**config.mk**
```make
export PLATFORM = sky130hd
export DESIGN_NAME = seq_detect_ctrl
export DESIGN_NICKNAME = d
export VERILOG_FILES = /design/src/rtl/seq_detect_pkg.sv /design/src/rtl/seq_shift_match.sv /design/src/rtl/seq_detect_ctrl.sv
export SDC_FILE = /design/constraint.sdc
export NUM_CORES = 1
export LEC_CHECK = 0
export BUFFER_PORTS_ARGS = -buffer_cell sky130_fd_sc_hd__buf_4
export CORE_ASPECT_RATIO = 2
export CORE_MARGIN = 4
export CORE_UTILIZATION = 35
export CTS_CLUSTER_SIZE = 40
export DETAILED_ROUTE_END_ITERATION = 12
export GPL_TIMING_DRIVEN = 0
export PLACE_DENSITY = 0.66
export SYNTH_ARGS = -nofsm -noshare
export SYNTH_HDL_FRONTEND = slang
export SYNTH_SLANG_ARGS = --single-unit
```
**constraint.sdc**
```tcl
create_clock -name clk -period 4 [get_ports clk]
set_clock_uncertainty 0.15 [all_clocks]
set_input_delay 0.6 -clock clk [delete_from_list [all_inputs] [get_ports clk]]
set_output_delay 0.6 -clock clk [all_outputs]
set_load 0.01 [all_outputs]
```
**src/rtl/seq_detect_pkg.sv**
```systemverilog
// Shared definitions for the programmable serial pattern detector.
//   state_e          : run-controller state encoding
//   PAT_W_DEF        : default pattern length in bits
//   CNT_W_DEF        : default match counter / threshold width
package seq_detect_pkg;

    localparam int unsigned PAT_W_DEF = 4;
    localparam int unsigned CNT_W_DEF = 8;

    typedef enum logic [1:0] {
        IDLE = 2'b00,
        ARM  = 2'b01,
        RUN  = 2'b10,
        DONE = 2'b11
    } state_e;

endpackage

```
**src/rtl/seq_shift_match.sv**
```systemverilog
// History shift register, fill counter and pattern comparator.
//   clk, rst   : clock, synchronous active-low reset
//   clr        : clear history and fill (new run)
//   shift_en   : accept 'in' this cycle
//   in         : serial data bit
//   pattern    : pattern to detect, MSB = oldest bit
//   overlap    : 1 = keep fill full after a hit
//   hit        : combinational; the bit being shifted in completes a match
module seq_shift_match #(
    parameter int unsigned PAT_W = 4
) (
    input  logic             clk,
    input  logic             rst,
    input  logic             clr,
    input  logic             shift_en,
    input  logic             in,
    input  logic [PAT_W-1:0] pattern,
    input  logic             overlap,
    output logic             hit
);

    localparam int unsigned FILL_W = $clog2(PAT_W + 1);

    logic [PAT_W-1:0]  hist_q, hist_d, hist_next;
    logic [FILL_W-1:0] fill_q, fill_d, fill_next;

    // Candidate values as if the bit were accepted; hit only counts when it is.
    always_comb begin
        hist_next = {hist_q[PAT_W-2:0], in};
        fill_next = (fill_q == FILL_W'(PAT_W)) ? fill_q : fill_q + FILL_W'(1);
        hit       = shift_en && (fill_next == FILL_W'(PAT_W)) && (hist_next == pattern);
    end

    // Next-state: non-overlapping mode restarts the fill after a hit.
    always_comb begin
        hist_d = hist_q;
        fill_d = fill_q;
        if (clr) begin
            hist_d = '0;
            fill_d = '0;
        end else if (shift_en) begin
            hist_d = hist_next;
            fill_d = (hit && !overlap) ? '0 : fill_next;
        end
    end

    always_ff @(posedge clk) begin
        if (!rst) begin
            hist_q <= '0;
            fill_q <= '0;
        end else begin
            hist_q <= hist_d;
            fill_q <= fill_d;
        end
    end

endmodule

```
**src/rtl/seq_detect_ctrl.sv**
```systemverilog
// Run controller for a programmable serial pattern detector.
//   clk, rst        : clock, synchronous active-low reset
//   start, stop     : run request (IDLE only) / abort (ARM, RUN)
//   cfg_pattern     : pattern, MSB first received; latched on accepted start
//   cfg_overlap     : overlapping matches allowed; latched on accepted start
//   cfg_threshold   : match count ending the run, 0 = until stop
//   in_valid, in    : qualified serial input bit
//   busy            : high in ARM and RUN
//   match           : one-cycle pulse per detected pattern
//   match_count     : matches in current/last run (saturating)
//   done            : one-cycle pulse with the match that reaches threshold
module seq_detect_ctrl
    import seq_detect_pkg::*;
#(
    parameter int unsigned PAT_W = PAT_W_DEF,
    parameter int unsigned CNT_W = CNT_W_DEF
) (
    input  logic             clk,
    input  logic             rst,
    input  logic             start,
    input  logic             stop,
    input  logic [PAT_W-1:0] cfg_pattern,
    input  logic             cfg_overlap,
    input  logic [CNT_W-1:0] cfg_threshold,
    input  logic             in_valid,
    input  logic             in,
    output logic             busy,
    output logic             match,
    output logic [CNT_W-1:0] match_count,
    output logic             done
);

    state_e           state_q, state_d;
    logic             busy_q, busy_d;
    logic             match_q, match_d;
    logic             done_q, done_d;
    logic [CNT_W-1:0] count_q, count_d;
    logic [PAT_W-1:0] pat_q, pat_d;
    logic             ovl_q, ovl_d;
    logic [CNT_W-1:0] thr_q, thr_d;

    logic             clr_c;
    logic             shift_en_c;
    logic             hit;
    logic [CNT_W-1:0] count_inc;

    // Stop wins over the bit presented in the same cycle, so it blocks the shift.
    assign clr_c      = (state_q == IDLE) && start;
    assign shift_en_c = (state_q == RUN) && in_valid && !stop;
    assign count_inc  = (count_q == '1) ? count_q : count_q + CNT_W'(1);

    seq_shift_match #(
        .PAT_W (PAT_W)
    ) u_shift_match (
        .clk      (clk),
        .rst      (rst),
        .clr      (clr_c),
        .shift_en (shift_en_c),
        .in       (in),
        .pattern  (pat_q),
        .overlap  (ovl_q),
        .hit      (hit)
    );

    // Next-state and registered-output logic.
    always_comb begin
        state_d = state_q;
        busy_d  = 1'b0;
        match_d = 1'b0;
        done_d  = 1'b0;
        count_d = count_q;
        pat_d   = pat_q;
        ovl_d   = ovl_q;
        thr_d   = thr_q;

        unique case (state_q)
            IDLE: begin
                if (start) begin
                    pat_d   = cfg_pattern;
                    ovl_d   = cfg_overlap;
                    thr_d   = cfg_threshold;
                    count_d = '0;
                    busy_d  = 1'b1;
                    state_d = ARM;
                end
            end
            ARM: begin
                if (stop) begin
                    state_d = IDLE;
                end else begin
                    busy_d  = 1'b1;
                    state_d = RUN;
                end
            end
            RUN: begin
                if (stop) begin
                    state_d = IDLE;
                end else begin
                    busy_d = 1'b1;
                    if (hit) begin
                        match_d = 1'b1;
                        count_d = count_inc;
                        if ((thr_q != '0) && (count_inc == thr_q)) begin
                            done_d  = 1'b1;
                            busy_d  = 1'b0;
                            state_d = DONE;
                        end
                    end
                end
            end
            DONE: begin
                state_d = IDLE;
            end
            default: begin
                state_d = IDLE;
            end
        endcase
    end

    always_ff @(posedge clk) begin
        if (!rst) begin
            state_q <= IDLE;
            busy_q  <= 1'b0;
            match_q <= 1'b0;
            done_q  <= 1'b0;
            count_q <= '0;
            pat_q   <= '0;
            ovl_q   <= 1'b0;
            thr_q   <= '0;
        end else begin
            state_q <= state_d;
            busy_q  <= busy_d;
            match_q <= match_d;
            done_q  <= done_d;
            count_q <= count_d;
            pat_q   <= pat_d;
            ovl_q   <= ovl_d;
            thr_q   <= thr_d;
        end
    end

    assign busy        = busy_q;
    assign match       = match_q;
    assign done        = done_q;
    assign match_count = count_q;

endmodule
```
Word-level counts from Yosys, hierarchy flattened
Index checks and enable logic that the tools add are counted.
{"block": "totals", "elab_cells": 67, "register_bits": 32}
{"block": "classes", "bitwise": 3, "add_sub_neg": 2, "reduce_logical": 18, "mux": 21, "eq_ne": 13}
{"cell": "2-to-1 mux 8 bit", "count": 4}
{"cell": "case mux 8 bit (2 select lines)", "count": 1}
{"cell": "2-to-1 mux 2 bit", "count": 5}
{"cell": "adder 8 x 1 -> 8 bit (second input constant)", "count": 1}
{"cell": "== test 8 bit", "count": 1}
{"cell": "== test 8 bit (second input constant)", "count": 1}
{"cell": "case mux 2 bit (4 select lines)", "count": 1}
{"cell": "nonzero test 8 bit", "count": 1}
{"cell": "logical AND 1 bit", "count": 7}
{"cell": "2-to-1 mux 1 bit", "count": 7}
{"cell": "== test 3 bit (second input constant)", "count": 2}
{"cell": "2-to-1 mux 3 bit", "count": 2}
{"cell": "!= test 3 x 2 -> 1 bit (second input constant)", "count": 2}
{"cell": "== test 2 bit (second input constant)", "count": 2}
{"cell": "== test 4 bit", "count": 1}
{"cell": "!= test 2 bit (second input constant)", "count": 2}
{"cell": "AND reduction 4 bit", "count": 1}
{"cell": "OR reduction 4 bit", "count": 1}
{"cell": "adder 3 x 1 -> 3 bit (second input constant)", "count": 1}
{"cell": "NOT 1 bit", "count": 3}
{"cell": "case mux 1 bit (3 select lines)", "count": 1}
{"cell": "AND reduction 3 bit", "count": 1}
{"cell": "OR reduction 3 bit", "count": 1}
{"cell": "== test 2 x 1 -> 1 bit (second input constant)", "count": 1}
{"cell": "6 further kinds", "count": 7}

Logic depth before layout (Yosys ltp)
Gate-level depths: netlist of run 1.
{"block": "depth", "ltp_word": 8, "depth_mapped": 9, "ltp_nobuf": 8}

Cells and area by module
A second synthesis of run 1 with hierarchy kept.
{"block": "hier_totals", "hier_cells": 220, "hier_area_um2": 1808.0}
{"module": "seq_detect_ctrl", "area_each_um2": 1450.1, "n_inst": 1, "cells_per_inst": 181}
{"module": "seq_shift_match", "area_each_um2": 357.8, "n_inst": 1, "cells_per_inst": 39}

Worst setup path before layout of run 1
No wires, ideal clock.
{"block": "synth_timing", "kind": "input port to flip-flop", "from": "input port stop", "to": "register busy_q, in the netlist busy", "slack_ns": 1.497, "t_arrival_ns": 2.237, "setup_ns": 0.116, "stages": 7, "cell_sequence": "and4bb_1 buf_4 nand2_1 or4_1 nor4_1 o311ai_1 a41o_1"}
{"block": "synth_via", "elab_chain_cells": 7, "elab_cells_between_ends": 8, "classes_between": "mux (4); reduce/logical (4)"}
{"item": "start, declared", "line": "seq_detect_ctrl.sv:21", "rtl": "input logic stop,"}
{"item": "logical NOT 1 bit", "line": "seq_detect_ctrl.sv:49", "rtl": "assign shift_en_c = (state_q == RUN) && in_valid && !stop;"}
{"item": "logical AND 1 bit", "line": "seq_detect_ctrl.sv:49"}
{"item": "logical AND 1 bit (2 in series)", "line": "seq_shift_match.sv:31", "rtl": "hit = shift_en && (fill_next == FILL_W'(PAT_W)) && (hist_next == pattern);"}
{"item": "2-to-1 mux 1 bit", "line": "seq_detect_ctrl.sv:100", "rtl": "if (hit) begin"}
{"item": "2-to-1 mux 1 bit", "line": "seq_detect_ctrl.sv:96", "rtl": "if (stop) begin"}
{"item": "case mux 1 bit (3 select lines) (*)", "line": "seq_detect_ctrl.sv:76", "rtl": "unique case (state_q)"}
{"item": "end signal, assigned", "line": "seq_detect_ctrl.sv:132", "rtl": "busy_q <= busy_d;"}
{"item": "end, declared", "line": "seq_detect_ctrl.sv:34", "rtl": "logic busy_q, busy_d;"}
Every way passes the cells marked *; elsewhere a longest branch is shown, timed or not.
A chain may end at the register's enable or synchronous reset.

Final worst setup path of run 1
{"block": "layout_timing", "from": "register count_q[0], in the netlist match_count[0]", "to": "register busy_q, in the netlist busy"}
{"block": "layout_via", "elab_chain_cells": 8, "elab_cells_between_ends": 9, "classes_between": "add/sub (1); eq/ne (2); mux (5); reduce/logical (1)"}
{"item": "start, declared", "line": "seq_detect_ctrl.sv:37", "rtl": "logic [CNT_W-1:0] count_q, count_d;"}
{"item": "start signal, assigned", "line": "seq_detect_ctrl.sv:135", "rtl": "count_q <= count_d;"}
{"item": "adder 8 x 1 -> 8 bit or == test 8 bit (tied branches)", "line": "seq_detect_ctrl.sv:50", "rtl": "assign count_inc = (count_q == '1) ? count_q : count_q + CNT_W'(1);"}
{"item": "2-to-1 mux 8 bit (*)", "line": "seq_detect_ctrl.sv:50"}
{"item": "== test 8 bit (*)", "line": "seq_detect_ctrl.sv:103", "rtl": "if ((thr_q != '0) && (count_inc == thr_q)) begin"}
{"item": "logical AND 1 bit (*)", "line": "seq_detect_ctrl.sv:103"}
{"item": "2-to-1 mux 1 bit (*)", "line": "seq_detect_ctrl.sv:103"}
{"item": "2-to-1 mux 1 bit (*)", "line": "seq_detect_ctrl.sv:100"}
{"item": "2-to-1 mux 1 bit (*)", "line": "seq_detect_ctrl.sv:96"}
{"item": "case mux 1 bit (3 select lines) (*)", "line": "seq_detect_ctrl.sv:76"}
Marked as above.

==> results.py, run 1 <==
metrics = {
    "clock_network": {
        "cts_sinks": 32,
        "h-tree-depth": 2,
        "path_clk_slew_ps": 60,
        "numCtsBuffers": 5,
        "cts_tree": "yes",
        "cts_setup_buffers": 0,
        "root_buffer": "clkbuf_8",
        "clkLatencyLatePin_ps": 280,
        "hold_buffers": 0,
        "cts_resized": 0,
        "clockBufferDepth": 2,
    },
    "worst_hold_path": {
        "min_to": "ovl_q$_SDFFE_PN0P_",
        "hold_path.class": "reg -> reg",
        "worstHoldStart": "ovl_q$_SDFFE_PN0P_",
        "holdPathStages": 2,
    },
    "critical_path": {
        "start_kind": "flop",
        "cp_max_fo": 8,
        "cp.required_ps": 4020,
        "rrSetupSlack_ps": 820,
        "reg2reg_depth": 7,
        "arrival_ps": 3200,
        "crit_type": "reg -> reg",
        "end_kind": "flop",
        "worstReg2RegEnd": "busy$_SDFF_PN0_",
        "r2r_start": "match_count[0]$_SDFFE_PN0P_",
    },
    "cells_and_area": {
        "utilization": 0.443,
        "final_area_um2": 2190,
        "fin_nets": 288,
        "multiInputGateArea_um2": 1100,
        "syn_to_final_growth_pct": 20.8,
        "layout-drive-gt1-share": 0.150,
        "seqCellArea_um2": 641,
        "diodes": 0,
        "fillers": 536,
    },
    "logic_synthesis": {
        "synthesis.nets": 253,
        "yosys_warnings": 0,
        "syn_inst": 231,
        "synth.distinct_cells": 45,
        "yosysMostFrequentCell": "nand2_1",
        "ys_ff_latch": 32,
        "synth_ff_type": "dfxtp_1",
        "synth_area_um2": 1820,
        "netlist_top_cells_area": "dfxtp_1 35%, nand2_1 7.9%, a21boi_0 6.6%",
        "syn_area_per_cell_um2": 7.86,
        "synth_top_cell_by_area": "dfxtp_1",
        "async_flop_share": 0,
        "synth_top_area_share": 0.353,
        "ys_seq_area_frac": 0.353,
        "netlist_top_cells_count": "38 x nand2_1, 32 x dfxtp_1, 19 x nor2_1",
        "synth-edff-count": 0,
    },
    "drt": {
        "drc": 0,
        "firstDrtPassIters": 5,
        "viasPerCell": 5.53,
        "via_count": 1785,
        "drt-wirelength-per-cell_um": 14.9,
        "drt-initial-drc-count": 42,
        "ant_nets": 0,
        "drt_wl_total_um": 4800,
    },
    "floorplan": {
        "die-area_um2": 6480,
        "rows": 36,
        "io_pins": 30,
        "die_width_um": 58.9,
        "die_h_um": 110,
        "start_util": 0.367,
        "core_um2": 4950,
    },
    "timing": {
        "fmax_mhz": 314,
        "period_share": 0.795,
        "setup_viol": 0,
        "final-max-slew-violation-count": 0,
        "rsz0062_at_grt": "false",
        "timing.setup.tns_ps": 0,
        "holdWs_ps": 316,
        "tightest_slew_ps": 877,
        "hold_viol": 0,
        "period_needed_ps": 3180,
        "slew_headroom": 0.411,
    },
    "power": {
        "swShare": 0.236,
        "power_w": 0.000678,
        "intPower_w": 0.000518,
        "seqPwrFrac": 0.499,
        "ir_drop_mv": 0.291,
        "switchingPower_w": 0.000160,
        "clock_power_share": 0.391,
        "combPwrFrac": 0.111,
        "p_leak_nw": 0.859,
        "p_per_area_nw_per_um2": 309,
    },
    "global_routing": {
        "grt_pass1_wl_um": 7990,
        "grt_overflow": 0,
        "antenna_found_initial": 0,
        "grt_max_degree": 11,
        "grt_usage": 0.162,
        "grt_pass1_vias": 1775,
    },
    "placement": {
        "dpl_cell_area_um2": 2100,
        "hpwl_um": 3820,
        "numPortBuffers": 28,
        "gp_congestion": 0.897,
    },
    "status": {
        "run_status": "complete, no violations",
    },
    "flow_run": {
        "max_cap_viol_count": 0,
    },
}
stage by stage:
stage,worst slack [ps],instances
6_report,820,323
5_1_grt,628,323
4_1_cts,930,323
3_5_place_dp,927,316
3_3_place_gp,884,316
2_1_floorplan,1500,231
kinds of logic after synthesis:
logic type / Yosys count / synth area share
AND/OR/NAND/NOR: 104 / 0.286
AO/OA/AOI/OAI: 55 / 0.203
flip-flops: 32 / 0.353
buffers and inverters: 18 / 0.0420
XOR/XNOR: 13 / 0.0627
multiplexers: 6 / 0.0331
adder cells (fa/ha/maj): 3 / 0.0207
final cells by class:
cell class | instances | area share
multi-input combinational | 181 | 0.501
sequential | 32 | 0.292
timing repair buffer | 28 | 0.0958
clock buffer | 7 | 0.0439
tap | 57 | 0.0325
buffer | 12 | 0.0245
inverter | 6 | 0.0103
critical path: stages, from the launching register on:
cell,delay [ps]
dfxtp_1,480
ha_1,350
nand2_1,200
nor3_1,760
mux2i_1,160
nor4_1,410
o311ai_1,270
a41o_1,300
placed cells by master, fill, tap and decap left out, drive strengths merged, types with 3 or more instances in the layout:
cell and instances:
nor3 8, nand2b 3, and3 4, buf 31
nor2b 4, a21o 3, clkbuf 16, dfxtp 32
ha 3, nand3 7, nor2 19, o21ai 10
xor2 5, nand2 38, inv 6, a21boi 16
mux2i 6, a31oi 3, xnor2 8, a21oi 11
nand4 3
layer usage:
layer	GRT usage	share of wire
met5	0	0
met1	0.152	0.35
met3	0.0294	0.031
met4	0.0924	0.041
met2	0.311	0.58
how the worst max path moves through the flow:
stage	slack, ps	cells past startpoint	start	end
floorplan	1500	7	stop	busy$_SDFF_PN0_
global placement	880	7	match_count[0]$_SDFFE_PN0P_	busy$_SDFF_PN0_
detailed placement	930	7	match_count[0]$_SDFFE_PN0P_	busy$_SDFF_PN0_
global route	630	7	match_count[0]$_SDFFE_PN0P_	busy$_SDFF_PN0_
finish	820	7	match_count[0]$_SDFFE_PN0P_	busy$_SDFF_PN0_
CTS	930	7	match_count[0]$_SDFFE_PN0P_	busy$_SDFF_PN0_
power by group through the flow:
stage,combinational [W],sequential (W),clock [W]
floorplan,0.0000471,0.000343,0
global placement,0.0000748,0.000345,0
detailed placement,0.0000761,0.000345,0
CTS,0.0000764,0.000338,0.000274
global route,0.0000856,0.000339,0.000283
finish,0.0000752,0.000338,0.000265
registers in the layout, indices dropped and copies added (netlist names):
signal and cells:
thr_q 8, u_shift_match.hist_q 3, busy 1, pat_q 4
u_shift_match.fill_q 3, match 1, state_q 2, done 1
match_count 8, ovl_q 1
No activity file was read; power rests on OpenSTA's default activity.
==> inputs of run 2 (changes only) <==
==> constraint.sdc (replaced) <==
create_clock -name clk -period 3.1 [get_ports clk]
set_clock_uncertainty 0.15 [all_clocks]
set_input_delay 0.465 -clock clk [delete_from_list [all_inputs] [get_ports clk]]
set_output_delay 0.465 -clock clk [all_outputs]
set_load 0.01 [all_outputs]
==> results.py, run 2 (synthesis gave the netlist of run 1 again) <==
metrics = {
    "drt": {
        "drt-initial-drc-count": 43,
        "drt-wirelength-per-cell_um": 14.9,
        "ant_nets": 0,
        "drc": 0,
        "via_count": 1766,
        "viasPerCell": 5.47,
        "firstDrtPassIters": 4,
        "drt_wl_total_um": 4800,
    },
    "global_routing": {
        "antenna_found_initial": 0,
        "grt_max_degree": 11,
        "grt_overflow": 0,
        "grt_usage": 0.162,
        "grt_pass1_wl_um": 7990,
        "grt_pass1_vias": 1775,
    },
    "floorplan": {
        "die-area_um2": 6480,
        "core_um2": 4950,
        "rows": 36,
        "io_pins": 30,
        "start_util": 0.367,
        "die_width_um": 58.9,
        "die_h_um": 110,
    },
    "critical_path": {
        "start_kind": "flop",
        "worstReg2RegEnd": "busy$_SDFF_PN0_",
        "cp.required_ps": 3120,
        "r2r_start": "match_count[0]$_SDFFE_PN0P_",
        "reg2reg_depth": 7,
        "end_kind": "flop",
        "crit_type": "reg -> reg",
        "rrSetupSlack_ps": 230,
        "arrival_ps": 2890,
        "critPathMaxStageDelay_ps": 490,
        "path_cells": "ha_1 > nand2_1 > nor3_2 > mux2i_1 > nor4_1 > o311ai_1 > a41o_1",
        "cp_slowest_cell": "nor3_2",
        "cp_max_fo": 8,
    },
    "timing": {
        "hold_viol": 0,
        "rsz0062_at_grt": "false",
        "timing.setup.tns_ps": 0,
        "fmax_mhz": 349,
        "final-max-slew-violation-count": 0,
        "period_share": 0.925,
        "setup_viol": 0,
        "slew_headroom": 0.621,
        "period_needed_ps": 2870,
        "holdWs_ps": 290,
        "tightest_slew_ps": 560,
    },
    "clock_network": {
        "hold_buffers": 0,
        "clkLatencyLatePin_ps": 280,
        "root_buffer": "clkbuf_8",
        "h-tree-depth": 2,
        "path_clk_slew_ps": 60,
        "cts_tree": "yes",
        "cts_sinks": 32,
        "clockBufferDepth": 2,
        "numCtsBuffers": 5,
    },
    "power": {
        "clock_power_share": 0.392,
        "p_per_area_nw_per_um2": 398,
        "combPwrFrac": 0.110,
        "intPower_w": 0.000669,
        "ir_drop_mv": 0.376,
        "swShare": 0.237,
        "p_leak_nw": 0.860,
        "seqPwrFrac": 0.498,
        "switchingPower_w": 0.000207,
    },
    "placement": {
        "numPortBuffers": 28,
        "gp_congestion": 0.897,
        "hpwl_um": 3820,
    },
    "cells_and_area": {
        "layout-drive-gt1-share": 0.154,
        "utilization": 0.444,
        "most-common-layout-cells": "38 x nand2_1, 32 x dfxtp_1, 30 x buf_4",
        "fin_nets": 288,
        "diodes": 0,
        "final_common_cell": "nand2_1",
        "syn_to_final_growth_pct": 21.1,
    },
    "flow_run": {
        "max_cap_viol_count": 0,
    },
    "worst_hold_path": {
        "hold_path.class": "in -> reg",
        "worstHoldStart": "cfg_threshold[2]",
        "min_to": "thr_q[2]$_SDFFE_PN0P_",
        "holdPathStages": 3,
    },
    "status": {
        "run_status": "complete, no violations",
    },
}
run 2: timing repair:
| item | in CTS | in global routing |
|---|---|---|
| resized for setup | 0 | 1 |
| endpoints found under the setup margin | 0 | 3 |
| buffers inserted | 0 | 0 |
run 2: worst max-delay path by stage:
| stage | end | cells past startpoint | from |
|---|---|---|---|
| finish | busy$_SDFF_PN0_ | 7 | match_count[0]$_SDFFE_PN0P_ |
| global route | busy$_SDFF_PN0_ | 7 | match_count[0]$_SDFFE_PN0P_ |
| CTS | busy$_SDFF_PN0_ | 7 | match_count[0]$_SDFFE_PN0P_ |
| detailed placement | busy$_SDFF_PN0_ | 7 | match_count[0]$_SDFFE_PN0P_ |
| global placement | busy$_SDFF_PN0_ | 7 | match_count[0]$_SDFFE_PN0P_ |
| floorplan | busy$_SDFF_PN0_ | 7 | match_count[0]$_SDFFE_PN0P_ |
run 2: metal layers:
metal  share of wire  vias up  wire [um]  track usage
met3           0.027       13        132       0.0294
li1                -      887          -            -
met1            0.36      838       1710        0.152
met2            0.58       28       2790        0.311
met4           0.037        0        176       0.0924
met5               0        -          0            0
run 2: area by class of cell:
class                           count  area, um2
Inverter                            6       22.5
Sequential cell                    32        641
Timing Repair Buffer               28        210
Tap cell                           57       71.3
Fill cell                         535       2760
Clock buffer                        7       96.3
Buffer                             12       53.8
Multi-Input combinational cell    181       1100
run 2: metrics by stage:
step	power [W]	std cells	instance area (um2)	setup slack [ps]
global route	0.000913	323	2200	32.6
finish	0.000876	323	2200	233
global placement	0.000541	316	2100	-16.5
detailed placement	0.000543	316	2100	27.2
floorplan	0.000503	231	1820	713
CTS	0.000888	323	2190	30.2
run 2: critical path, delay by kind of cell (launching register included):
kind            cells  cell delay, ps
flops               1             480
fa+ha+maj           1             350
mux                 1             140
simple gates        3            1080
compound gates      2             560
run 2: power by group through the flow:
stage / registers (W) / clock network (W) / logic [W]
3_3_place_gp: 0.000445 / 0 / 0.0000965
6_report: 0.000436 / 0.000343 / 0.0000967
4_1_cts: 0.000436 / 0.000353 / 0.0000986
2_1_floorplan: 0.000443 / 0 / 0.0000608
3_5_place_dp: 0.000445 / 0 / 0.0000982
5_1_grt: 0.000438 / 0.000365 / 0.000110
